### src/rtl/spu_op_sequencer.sv
`default_nettype none
//------------------------------------------------------------------------------
// Module      : spu_op_sequencer
// Description : Single-command sequencer for the SPU shape units. Drives the
//               shared operand bus and unit select, waits SETTLE cycles, then
//               captures the selected unit result. Optional macro
//               SPU_DIVZERO_CHK_EN short-circuits div-by-zero to an error.
// Revision    : 1.0 - initial release
//------------------------------------------------------------------------------
module spu_op_sequencer #(
    parameter int N      = 32,
    parameter int SETTLE = 2
) (
    input  logic         clk,
    input  logic         rst,
    input  logic         cmd_valid,
    output logic         cmd_ready,
    input  logic [3:0]   cmd_op,
    input  logic [N-1:0] cmd_a,
    input  logic [N-1:0] cmd_b,
    input  logic [N-1:0] cmd_m,
    input  logic [N-1:0] cmd_p,
    input  logic [N-1:0] cmd_d,
    output logic [3:0]   op_sel,
    output logic [N-1:0] op_a,
    output logic [N-1:0] op_b,
    output logic [N-1:0] op_m,
    output logic [N-1:0] op_p,
    output logic [N-1:0] op_d,
    input  logic [N-1:0] unit_res,
    output logic         rsp_valid,
    input  logic         rsp_ready,
    output logic [N-1:0] rsp_data,
    output logic [3:0]   rsp_op,
    output logic         rsp_err,
    output logic         busy
);

    typedef enum logic [1:0] {
        ST_IDLE = 2'd0,
        ST_WAIT = 2'd1,
        ST_DONE = 2'd2
    } state_t;

    localparam logic [3:0] c_settle   = 4'(SETTLE);
    localparam logic [3:0] c_op_div   = 4'd1;
    localparam logic [3:0] c_op_last  = 4'd10;

    state_t       r_state;
    logic [3:0]   r_cnt;
    logic [3:0]   r_op_sel;
    logic [N-1:0] r_op_a;
    logic [N-1:0] r_op_b;
    logic [N-1:0] r_op_m;
    logic [N-1:0] r_op_p;
    logic [N-1:0] r_op_d;
    logic [N-1:0] r_rsp_data;
    logic [3:0]   r_rsp_op;
    logic         r_rsp_err;

    logic         w_accept;
    logic         w_legal;
    logic         w_divzero;

    // Ready is gated by rst so no command can slip in while reset is asserted.
    assign cmd_ready = (r_state == ST_IDLE) && !rst;
    assign w_accept  = cmd_valid && cmd_ready;
    assign w_legal   = (cmd_op <= c_op_last);

`ifdef SPU_DIVZERO_CHK_EN
    assign w_divzero = (cmd_op == c_op_div) && (cmd_b == '0);
`else
    assign w_divzero = 1'b0;
`endif

    always_ff @(posedge clk) begin
        if (rst) begin
            r_state    <= ST_IDLE;
            r_cnt      <= '0;
            r_op_sel   <= '0;
            r_op_a     <= '0;
            r_op_b     <= '0;
            r_op_m     <= '0;
            r_op_p     <= '0;
            r_op_d     <= '0;
            r_rsp_data <= '0;
            r_rsp_op   <= '0;
            r_rsp_err  <= 1'b0;
        end else begin
            case (r_state)
                ST_IDLE: begin
                    if (w_accept) begin
                        r_op_sel <= cmd_op;
                        r_rsp_op <= cmd_op;
                        r_op_a   <= cmd_a;
                        r_op_b   <= cmd_b;
                        r_op_m   <= cmd_m;
                        r_op_p   <= cmd_p;
                        r_op_d   <= cmd_d;
                        if (!w_legal) begin
                            r_rsp_err  <= 1'b1;
                            r_rsp_data <= '0;
                            r_state    <= ST_DONE;
                        end else if (w_divzero) begin
                            r_rsp_err  <= 1'b1;
                            r_rsp_data <= '1;
                            r_state    <= ST_DONE;
                        end else begin
                            r_cnt   <= c_settle;
                            r_state <= ST_WAIT;
                        end
                    end
                end
                ST_WAIT: begin
                    // Capture on the cycle the counter has already reached zero,
                    // giving SETTLE+1 cycles of stable operands at the units.
                    if (r_cnt == '0) begin
                        r_rsp_data <= unit_res;
                        r_rsp_err  <= 1'b0;
                        r_state    <= ST_DONE;
                    end else begin
                        r_cnt <= r_cnt - 4'd1;
                    end
                end
                ST_DONE: begin
                    if (rsp_ready) begin
                        r_state <= ST_IDLE;
                    end
                end
                default: r_state <= ST_IDLE;
            endcase
        end
    end

    assign op_sel    = r_op_sel;
    assign op_a      = r_op_a;
    assign op_b      = r_op_b;
    assign op_m      = r_op_m;
    assign op_p      = r_op_p;
    assign op_d      = r_op_d;
    assign rsp_data  = r_rsp_data;
    assign rsp_op    = r_rsp_op;
    assign rsp_err   = r_rsp_err;
    assign rsp_valid = (r_state == ST_DONE);
    assign busy      = (r_state != ST_IDLE);

endmodule
`default_nettype wire

### config.mk
export PLATFORM = sky130hd
export DESIGN_NAME = spu_op_sequencer
export DESIGN_NICKNAME = d
export VERILOG_FILES = /design/src/rtl/spu_op_sequencer.sv
export SDC_FILE = /design/constraint.sdc
export NUM_CORES = 1
export LEC_CHECK = 0
export BUFFER_PORTS_ARGS = -buffer_cell sky130_fd_sc_hd__buf_2
export CORE_AREA = 2 2 156 158
export CTS_BUF_LIST = sky130_fd_sc_hd__clkbuf_4
export DETAILED_ROUTE_END_ITERATION = 8
export DIE_AREA = 0 0 158 160
export PLACE_DENSITY = 0.74
export SYNTH_ARGS = -nofsm -noshare
export SYNTH_HDL_FRONTEND = slang
export SYNTH_SLANG_ARGS = --single-unit
### constraint.sdc
create_clock -name clk -period 2.2 [get_ports clk]
set_clock_uncertainty 0.2 [all_clocks]
set_input_delay 0.11 -clock clk [delete_from_list [all_inputs] [get_ports clk]]
set_output_delay 0.11 -clock clk [all_outputs]
set_load 0.02 [all_outputs]
==> impl.org, run 1 <==
** Outcome
- The flow did not finish.
- Stage at which the run stopped :: clock tree synthesis (4_1_cts)
- The tool reported: "[ERROR RSZ-0060] Max buffer count reached".

** Logic synthesis
- The synthesized netlist contains 38 unique library cells.
- Seq/Total Area, Yosys :: about 50%
- Share of cell area taken by muxes after synthesis :: 0%
- The synthesized design contains 0 enable-type register cells.
- Counting flops and latches in the post-synthesis netlist gives just over 200.
- Synthesis warning total :: 0
- Yosys top cell area share :: approximately 50%
- Xor-xnor portion of the synthesized cell area :: 0%
- Post-Synth Adder-Cell Area :: 0.308%
- For this run, the leading register cell type out of synthesis is sky130_fd_sc_hd__dfxtp_1.
- By area the synthesized netlist is led by sky130_fd_sc_hd__dfxtp_1 (50%), sky130_fd_sc_hd__nand2b_1 (13%), sky130_fd_sc_hd__o21ai_0 (10%), sky130_fd_sc_hd__nand2_1 (7.7%), sky130_fd_sc_hd__nand4b_1 (3.7%).
- The number of nets in the synthesized netlist is 1150.
- By count the netlist is led by sky130_fd_sc_hd__dfxtp_1 (203), sky130_fd_sc_hd__nand2b_1 (167), sky130_fd_sc_hd__nand2_1 (166).
- After Yosys synthesis, and, or, nand and nor cells account for between 20 and 30% of the synthesized area.
- In the post-synthesis netlist, the cell with the most instances is sky130_fd_sc_hd__dfxtp_1.
- Mapped Avg Cell Area :: about 8.6 um^2
- Synth Instances :: roughly 950
- FFs w/ async S/R, synth :: 0%
- Summing the areas of all compound-gate instances in the mapped netlist gives 14.3% of the synthesized area.
- Library cell occupying the most area in the post-synthesis netlist :: sky130_fd_sc_hd__dfxtp_1
- By area, the combinational part of the netlist is dominated by simple AND/OR/NAND/NOR gates.
- The mapped netlist covers 8130 um^2.

** Floorplanning
- Initial core utilization :: 34.1%
- Vertical die dimension :: roughly 160 um
- During I/O placement, the number of pins put on the boundary was 404.
- Std-Cell Rows :: 57
- The floorplan step set the die width to between 150 and 200 um.

** Clock tree
- CTS placed an instance of sky130_fd_sc_hd__clkbuf_4 at the clock tree root.
- # hold bufs at CTS :: around 340
- Count of H-tree levels built during CTS :: 2
- The tree built by TritonCTS fans out to 203 sinks.
- TritonCTS created 55 clock buffers.
- The clock passes through at most 3 buffers.
- Cells resized by post-CTS repair :: 0
- # Post-CTS Setup Buffers :: 0

** Placed design
- The congestion estimate from routability-driven global placement came to a little under 0.8.
- Including well taps, the total number of placed cells is 1609.
- In this run the cell area measured after placement is 10400 um^2.
- Post-detail-place hpwl :: 15600 um
- The count of buffers added on input and output ports is 403.
==> cell families after synthesis <==
group / count (synthesis)
AND/OR/NAND/NOR: 419
adder cells (fa/ha/maj): 2
buffers and inverters: 115
flip-flops: 203
AO/OA/AOI/OAI: 209
==> through the flow <==
step           hold slack [ps]  worst slack [ps]
2_1_floorplan             18.6               368
3_3_place_gp               102               381
3_5_place_dp               109               299
==> run 2: changes to the inputs <==
==> config.mk (replaced) <==
export PLATFORM = sky130hd
export DESIGN_NAME = spu_op_sequencer
export DESIGN_NICKNAME = d
export VERILOG_FILES = /design/src/rtl/spu_op_sequencer.sv
export SDC_FILE = /design/constraint.sdc
export NUM_CORES = 1
export LEC_CHECK = 0
export BUFFER_PORTS_ARGS = -buffer_cell sky130_fd_sc_hd__buf_2
export CORE_AREA = 2 2 155 157
export DETAILED_ROUTE_END_ITERATION = 8
export DIE_AREA = 0 0 157 159
export PLACE_DENSITY_LB_ADDON = 0.15
export SYNTH_ARGS = -nofsm -noshare
export SYNTH_HDL_FRONTEND = slang
export SYNTH_SLANG_ARGS = --single-unit
==> run 2 against run 1 <==
Against the previous run: the flow now finishes without violations; synthesized cell count unchanged; area after synthesis did not move.
==> impl.org, run 2 <==
** Clock tree
- Total CTS buffers :: 24 (was 55)
- # Post-CTS Setup Buffers :: 0 (unchanged)
- Maximum clock path buffer count :: 3 (unchanged)
- Skew-Pair Late Insertion Delay :: 510 ps
- Cells resized by post-CTS repair :: 0 (unchanged)
- Clock slew seen by the registers of the worst setup and hold paths :: 60 ps
- The number of sinks driven by the clock tree is 203 (unchanged).
- The H-tree level count came to 1 (was 2).
- TritonCTS clock tree :: built
- # hold bufs at CTS :: 203 (was 342)
- Clock tree root buffer cell :: sky130_fd_sc_hd__clkbuf_16 (was sky130_fd_sc_hd__clkbuf_4)

** Logic synthesis
- Syn Std Cell Area :: 8130 um^2 (unchanged)
- Cell types with the largest area share after synthesis: sky130_fd_sc_hd__dfxtp_1 (50%), sky130_fd_sc_hd__nand2b_1 (13%), sky130_fd_sc_hd__o21ai_0 (10%), sky130_fd_sc_hd__nand2_1 (7.7%), sky130_fd_sc_hd__nand4b_1 (3.7%) (unchanged).
- Mapped Avg Cell Area :: 8.58 um^2 (unchanged)
- The number of enable flip-flop cells after synthesis was 0 (unchanged).
- Post-synthesis sequential element count :: 203 (unchanged)
- Synthesized netlist net count :: 1150 (unchanged)
- Yosys top cell area share :: 50.0% (unchanged)
- Most instantiated library cell after synthesis :: sky130_fd_sc_hd__dfxtp_1 (unchanged)
- The post-synthesis sequential area ratio was 50.0% (unchanged).
- Synthesis warning total :: 0 (unchanged)
- The main flop type after synthesis is sky130_fd_sc_hd__dfxtp_1 (unchanged).
- Synth Instances :: 948 (unchanged)
- The cell type contributing the most total cell area after synthesis is sky130_fd_sc_hd__dfxtp_1 (unchanged).
- The fraction of registers with async set/reset was 0% (unchanged).
- Most frequent cells after synthesis: sky130_fd_sc_hd__dfxtp_1 (203), sky130_fd_sc_hd__nand2b_1 (167), sky130_fd_sc_hd__nand2_1 (166) (unchanged).
- The number of distinct library cell variants in the gate-level netlist after synthesis was 38 (unchanged).

** Power
- Sw frac :: a little over a quarter
- Clock group share of total power :: between 40 and 50%
- VDD sags by at most a little over 0.0005 V.
- For this design the static power due to leakage is roughly 5.8 nW.
- Net load switching power :: 2.77 mW
- Comb power frac :: 17.4%
- Power comes to 10.5 mW.
- Power density over the cells :: around 800 nW/um^2
- Sequential cells burn just under 40% of the power.
- Internal Pwr Total :: between 7 and 8 mW

** Detailed routing
- Overall routed net length :: roughly 26000 um
- Drt first-iter violations :: between 500 and 600
- Residual DRC count :: 0
- First-pass DRT Iterations :: 5
- Detailed routing inserted a total of 8353 vias.
- In the routed layout, each cell is associated on average with a via count of between 4 and 5.
- DR WL/cell :: about 14 um
- In this run the remaining antenna-violating nets after routing total 0.

** Finish
- Most common cell after layout, fill and taps aside :: sky130_fd_sc_hd__buf_2
- Final core area utilization :: approximately 57%
- The repair_antennas step left the layout with diodes totalling 0.
- Area growth from synthesis to layout :: 63.0%
- The final layout contains about 1700 nets.
- Of the cells placed in the final design, the portion with a size suffix greater than 1 is 30.2%.
- Commonest cells after routing, fill and taps aside :: sky130_fd_sc_hd__buf_2 (402), sky130_fd_sc_hd__dlygate4sd3_1 (203), sky130_fd_sc_hd__dfxtp_1 (203), sky130_fd_sc_hd__nand2b_1 (167), sky130_fd_sc_hd__nand2_1 (166)
- The layout has 2012 filler cells.

** Worst setup path
- Critical Path End Type :: flop
- Data arrival at the endpoint of the critical path :: around 2200 ps
- Reg2reg path depth :: 6
- The signal on the critical path passes through inv_1, ha_1, nor4bb_1, a311oi_1, nor3_1, dlygate4sd3_1.
- The critical path in this run is classified as reg2reg.
- Data on the critical path is required at its endpoint by roughly 2400 ps.
- Highest cell delay on the worst timing path :: 560 ps
- The largest individual stage delay along the critical path comes from the cell sky130_fd_sc_hd__dlygate4sd3_1.
- Peak fanout along the critical path :: 4
- Startpoint Class :: flop

** Floorplanning
- Std-Cell Core Area :: 23200 um^2
- Initial core utilization :: 35.1% (was 34.1%)
- Io pins :: 404 (unchanged)
- The floorplan step defined a die boundary enclosing roughly 25000 um^2.
- The number of rows in the core area was 56 (was 57).
- The die outline height came to 159 um (was 160 um).
- Die boundary width :: 157 um (was 158 um)

** Placed design
- Port buffer count :: 403 (unchanged)
- Placement-stage worst setup slack :: 261 ps (was 299 ps)
- Post-detail-place hpwl :: 16200 um (was 15600 um)
- Final Wtd Congestion :: 0.770 (was 0.769)

** STA
- Worst-case setup margin in the final layout :: 160 ps
- The final-report max-slew violation count came to 0.
- Tcrit/Tclk final :: ~90%
- Setup repair after global routing left no endpoint under its margin.
- The clock period could shrink to slightly above 2000 ps.
- Setup_tns :: 0 ps
- Number of failing setup endpoints in the final timing report :: 0
- The number of endpoints with negative hold slack in the final report was 0.
- Worst Hold Slack :: about 120 ps
- Tightest Pin Transition :: 666 ps
- Achievable frequency :: about 0.49 GHz
- Measured against its own limit, the worst slew margin works out to roughly 56%.

** Global routing
- Number of antenna violations at the first check in global routing :: 0
- The first global-routing pass estimated a little over 40000 um of wire.
- Via count of the first global-routing pass :: approximately 8300
- Global routing used between 10% and 20% of the available tracks.
- Pin count of the biggest net entering global routing :: around 140
- For this run the aggregate overflow at the end of global routing stands at 0.

** Min path
- Class of the tightest hold or removal check :: in2reg
- Worst hold stages :: 4

** Run
- Max-cap violations in this run came to 0.

** Outcome
- Run status :: completed (was did not finish)
run 2: final timing paths:
| path | endpoint | start | slack (ps) |
|---|---|---|---|
| worst max-delay path | r_state[1] | r_cnt[0] | 160 |
| worst min-delay path | op_p[4] | cmd_p[4] | 120 |
| worst max register to register | r_state[1] | r_cnt[0] | 160 |
| worst min register to register | op_m[9] | op_m[9] | 270 |
run 2: power by group through the flow:
stage	combinational [mW]	clock (mW)	sequential, mW
6_report	1.84	4.55	4.14
5_1_grt	1.99	4.82	4.18
4_1_cts	1.83	4.66	4.14
3_5_place_dp	1.54	0	4.21
3_3_place_gp	1.54	0	4.21
2_1_floorplan	0.558	0	4.57
run 2: final cells by class:
class	instances	area [um^2]	share of cell area, %
Clock buffer	32	671	5.06
Clock inverter	12	246	1.86
Tap cell	319	399	3.01
Timing Repair Buffer	620	4190	31.6
Inverter	34	128	0.963
Sequential cell	203	4060	30.7
Multi-Input combinational cell	630	3560	26.8
run 2: worst max-delay path: cells and delay by family (launching register included):
kind	cells	cell delay, ps
buffers and inverters	2	640
AO/OA/AOI/OAI	1	270
AND/OR/NAND/NOR	2	220
flip-flops	1	370
adder cells (fa/ha/maj)	1	220
run 2: metrics by stage:
| step | cell area, um^2 | std cells |
|---|---|---|
| floorplan | 8130 | 948 |
| global placement | 10300 | 1603 |
| detailed placement | 10300 | 1603 |
| CTS | 13300 | 1850 |
| global route | 13300 | 1850 |
| finish | 13300 | 1850 |
run 2: cells by family after synthesis:
family / count (synthesis) / share of synthesized area (%)
AND/OR/NAND/NOR: 419 / 29.0
adder cells (fa/ha/maj): 2 / 0.308
buffers and inverters: 115 / 6.40
flip-flops: 203 / 50.0
AO/OA/AOI/OAI: 209 / 14.3
run 2: layer usage:
metal	up-vias	share of wire (%)	GRT usage (%)	wire, um
met2	301	47	33.8	12200
met5	-	0	0	0
met3	60	8.2	5.28	2160
li1	4264	-	-	-
met1	3728	42	23.6	11000
met4	0	3.4	7.34	878
Note: power is estimated with default switching activity, not from simulation.
==> run 3: changes to the inputs <==
--- a/config.mk
+++ b/config.mk
@@ -5,10 +5,11 @@
 export SDC_FILE = /design/constraint.sdc
 export NUM_CORES = 1
 export LEC_CHECK = 0
+export ABC_AREA = 1
 export BUFFER_PORTS_ARGS = -buffer_cell sky130_fd_sc_hd__buf_2
-export CORE_AREA = 2 2 155 157
+export CORE_AREA = 2 2 158 160
 export DETAILED_ROUTE_END_ITERATION = 8
-export DIE_AREA = 0 0 157 159
+export DIE_AREA = 0 0 160 162
 export PLACE_DENSITY_LB_ADDON = 0.15
 export SYNTH_ARGS = -nofsm -noshare
 export SYNTH_HDL_FRONTEND = slang
==> run 3 against run 2 <==
Against the previous run: via count up 0.19%; clock-buffer cell count up 1; combinational power up 7%; design area down 5.1%; routed wire length down 0.66%; sequential share of layout area up 1.7 points; maximum frequency down 0.91%; critical endpoint is now r_cnt[2].
==> impl.org, run 3 <==
** STA
- Tightest Pin Transition :: 898 ps (was 666 ps)
- Worst Hold Slack :: 43.3 ps (was 117 ps)
- The final-report max-slew violation count is 0 (unchanged).
- The number of endpoints with negative hold slack in the final report was 0 (unchanged).
- The final critical path time including I/O delays and setup came to 2060 ps (was 2040 ps).
- The tightest slew margin relative to the limit is 40.1% (was 55.6%).
- RSZ-0062 raised after global routing :: no (unchanged)
- Tcrit/Tclk final :: 93.6% (was 92.7%)
- The peak clock frequency supported by timing came to 0.486 GHz (was 0.490 GHz).
- Number of failing setup endpoints in the final timing report :: 0 (unchanged)
- Setup_tns :: 0 ps (unchanged)

** Finish
- FF+latch area :: 4060 um^2 (unchanged)
- The area added between synthesis and finish was 66.5% (was 63.0%).
- Commonest cells after routing, fill and taps aside :: sky130_fd_sc_hd__buf_2 (403), sky130_fd_sc_hd__nand2_1 (401), sky130_fd_sc_hd__dfxtp_1 (203), sky130_fd_sc_hd__dlygate4sd3_1 (202), sky130_fd_sc_hd__nand3_1 (181) (was sky130_fd_sc_hd__buf_2 (402), sky130_fd_sc_hd__dlygate4sd3_1 (203), sky130_fd_sc_hd__dfxtp_1 (203), sky130_fd_sc_hd__nand2b_1 (167), sky130_fd_sc_hd__nand2_1 (166))
- Antenna Cells :: 0 (unchanged)
- The share of post-route cells with drive strength above 1 was 29.0% (was 30.2%).
- The area occupied by multi-input gates came to 2940 um^2 (was 3560 um^2).
- The post-layout instance area was 12600 um^2 (was 13300 um^2).
- Most common cell after layout, fill and taps aside :: sky130_fd_sc_hd__buf_2 (unchanged)
- The number of fillers in the final layout came to 2363 (was 2012).
- Final net count :: 1796 (was 1715)
- Final core area utilization :: 52.2% (was 57.2%)

** Clock tree
- # Post-CTS Setup Buffers :: 0 (unchanged)
- Skew-Pair Late Insertion Delay :: 510 ps (about the same)
- Clock slew seen by the registers of the worst setup and hold paths :: 60 ps (about the same)
- Total CTS buffers :: 23 (was 24)
- The root cell of the clock tree was sky130_fd_sc_hd__clkbuf_16 (unchanged).
- The TritonCTS clock tree is built (unchanged).
- The H-tree level count came to 1 (unchanged).
- The number of sinks driven by the clock tree is 203 (unchanged).
- Maximum clock path buffer count :: 3 (unchanged)

** Logic synthesis
- Synthesis warning total :: 0 (unchanged)
- The post-synth design cell area came to 7550 um^2 (was 8130 um^2).
- Number of flops mapped to enable cells by yosys :: 0 (unchanged)
- The share of the synthesized area in the top cell type was 53.8% (was 50.0%).
- Synthesized netlist net count :: 1224 (was 1150)
- The mean cell area of the mapped netlist is 7.39 um^2 (was 8.58 um^2).
- The fraction of registers with async set/reset is 0% (unchanged).
- The flop and latch count out of synthesis was 203 (unchanged).
- Most used DFF post-synth :: sky130_fd_sc_hd__dfxtp_1 (unchanged)
- Cell types with the largest area share after synthesis: sky130_fd_sc_hd__dfxtp_1 (54%), sky130_fd_sc_hd__nand2_1 (20%), sky130_fd_sc_hd__nand3_1 (12%), sky130_fd_sc_hd__nor2_1 (4.1%), sky130_fd_sc_hd__inv_1 (2.3%) (was sky130_fd_sc_hd__dfxtp_1 (50%), sky130_fd_sc_hd__nand2b_1 (13%), sky130_fd_sc_hd__o21ai_0 (10%), sky130_fd_sc_hd__nand2_1 (7.7%), sky130_fd_sc_hd__nand4b_1 (3.7%)).
- Cell variety after synth :: 21 (was 38)
- The post-synthesis sequential area ratio came to 53.8% (was 50.0%).
- Most frequent cells after synthesis: sky130_fd_sc_hd__nand2_1 (401), sky130_fd_sc_hd__dfxtp_1 (203), sky130_fd_sc_hd__nand3_1 (181) (was sky130_fd_sc_hd__dfxtp_1 (203), sky130_fd_sc_hd__nand2b_1 (167), sky130_fd_sc_hd__nand2_1 (166)).
- The leading cell type by number of instances after synthesis was sky130_fd_sc_hd__nand2_1 (was sky130_fd_sc_hd__dfxtp_1).
- The gate count after technology mapping is 1022 (was 948).
- The cell type contributing the most total cell area after synthesis is sky130_fd_sc_hd__dfxtp_1 (unchanged).

** Global routing
- Number of antenna violations at the first check in global routing :: 0 (unchanged)
- The global-route total usage across every layer came to 18.7% (was 19.7%).
- Via count of the first global-routing pass :: 7969 (was 8286)
- The aggregate global routing overflow is 0 (unchanged).
- Pin count of the biggest net entering global routing :: 167 (was 136)
- First-pass GRT wire length :: 40400 um (was 41100 um)

** Run
- Maximum Capacitance Violations :: 0 (unchanged)

** Floorplanning
- The floorplan core area was 24100 um^2 (was 23200 um^2).
- Vertical die dimension :: 162 um (was 159 um)
- The die boundary width came to 160 um (was 157 um).
- The initial core utilization was 31.3% (was 35.1%).
- The boundary pin count is 404 (unchanged).
- Die footprint :: 25900 um^2 (was 25000 um^2)
- Std-Cell Rows :: 57 (was 56)

** Worst setup path
- Startpoint Class :: flop (unchanged)
- The library cell contributing the largest single delay on the critical path was sky130_fd_sc_hd__dlygate4sd3_1 (unchanged).
- The maximum fanout along the worst path came to 24 (was 4).
- The count of buffering cells on the critical path with inverters included is 2 (unchanged).
- Ordered list of cells on the worst path: nand2_8, inv_4, nand2_2, nand2_1, nand2_1, nand2_1, a21oi_1, dlygate4sd3_1 (was inv_1, ha_1, nor4bb_1, a311oi_1, nor3_1, dlygate4sd3_1).
- Data arrival at the endpoint of the critical path :: 2250 ps (was 2230 ps)
- The required time of the critical path came to 2390 ps (about the same).
- The type of destination of the critical path was a flop (unchanged).
- Register-to-register setup slack :: 140 ps (was 160 ps)
- Highest cell delay on the worst timing path :: 560 ps (about the same)
- The worst setup path category is reg2reg (unchanged).
- Counting stages on the worst path, the most repeated cell is sky130_fd_sc_hd__nand2_1.
- Critical path's top delay family :: buffers and inverters (unchanged)

** Detailed routing
- Drt first-iter violations :: 469 (was 529)
- Antenna-violating nets left :: 0 (unchanged)
- The aggregate routed wire length came to 26000 um (was 26200 um).
- The total via count after detailed routing is 8369 (was 8353).
- Via density :: 4.33 (was 4.52)
- First-pass DRT Iterations :: 4 (was 5)
- The routed length per instance is 13.5 um (was 14.2 um).
- The number of DRC violations after detailed routing was 0 (unchanged).

** Placed design
- The routability-driven placement congestion ratio was 0.771 (was 0.770).
- The count of input and output buffers is 403 (unchanged).
- Placed Area :: 9790 um^2 (was 10300 um^2)
- Post-detail-place hpwl :: 16600 um (was 16200 um)

** Power
- The power density of the placed cells is 792 nW/um^2 (was 794 nW/um^2).
- VDD IR max :: 0.000513 V (about the same)
- Leakage power of the design :: 6.88 nW (was 5.82 nW)

** Min path
- Class of the tightest hold or removal check :: in2reg (unchanged)

** Outcome
- Run status :: completed (unchanged)
-- run 3: cell count changes after synthesis, sizes merged, moves of 30 or more --
cell | before | now
o211ai | 33 | 0
nor2 | 3 | 83
nand3b | 33 | 0
clkbuf | 51 | 12
nand2 | 166 | 406
nand4b | 34 | 0
nand3 | 1 | 182
buf | 30 | 60
o21ai | 165 | 5
nand2b | 167 | 0
-- run 3: cell families after synthesis --
| family | share of synthesized area (%) |
|---|---|
| XOR/XNOR | 0.116 |
| AO/OA/AOI/OAI | 1.46 |
| AND/OR/NAND/NOR | 36.8 |
| buffers and inverters | 7.49 |
| adder cells (fa/ha/maj) | 0.331 |
| flip-flops | 53.8 |
-- run 3: final cells by class --
type | count | share of cell area [%]
Timing Repair Buffer | 619 | 33.4
Sequential cell | 203 | 32.3
Multi-Input combinational cell | 696 | 23.4
Clock buffer | 33 | 5.51
Tap cell | 324 | 3.22
Inverter | 51 | 1.62
Clock inverter | 7 | 0.507
-- run 3: per-stage QoR --
step | total power [mW] | setup WS, ps | instances
global placement | 5.92 | 461 | 1691
global route | 10.4 | 16.4 | 1933
CTS | 10.1 | 117 | 1933
detailed placement | 5.93 | 432 | 1691
finish | 9.96 | 141 | 1933
floorplan | 5.25 | 735 | 1022
-- run 3: worst paths after layout --
check	from	to	cells after the start
worst max-delay path	r_state[0]	r_cnt[2]	8
worst min-delay path	cmd_valid	r_state[0]	5
worst max register to register	r_state[0]	r_cnt[2]	8
worst min register to register	op_a[19]	op_a[19]	2
-- run 3: power by group --
| part | internal [mW] | leakage [nW] | total [mW] | switching [mW] |
|---|---|---|---|---|
| registers | 4.00 | 1.67 | 4.16 | 0.161 |
| logic | 0.811 | 4.83 | 1.97 | 1.16 |
| clock network | 2.29 | 0.382 | 3.83 | 1.53 |
| total | 7.11 | 6.88 | 9.96 | 2.86 |
-- run 3: worst reg2reg max path: stages (launching register included) --
cell	delay, ps
sky130_fd_sc_hd__dfxtp_1	490
sky130_fd_sc_hd__nand2_8	170
sky130_fd_sc_hd__inv_4	90
sky130_fd_sc_hd__nand2_2	60
sky130_fd_sc_hd__nand2_1	70
sky130_fd_sc_hd__nand2_1	150
sky130_fd_sc_hd__nand2_1	100
sky130_fd_sc_hd__a21oi_1	60
sky130_fd_sc_hd__dlygate4sd3_1	560
-- run 3: repair_timing --
action / in CTS / in global routing
hold endpoints to repair: 199 / 0
hold buffers: 202 / 0
endpoints found under the setup margin: 0 / 1
resized for setup: 0 / 1
-- run 3: layer usage --
layer	wire [um]	share of wire, %	global-route usage [%]
met1	10800	42	22.1
met2	12400	48	32.5
met3	1710	6.6	4.65
met4	1030	3.9	7.90
met5	0	0	0
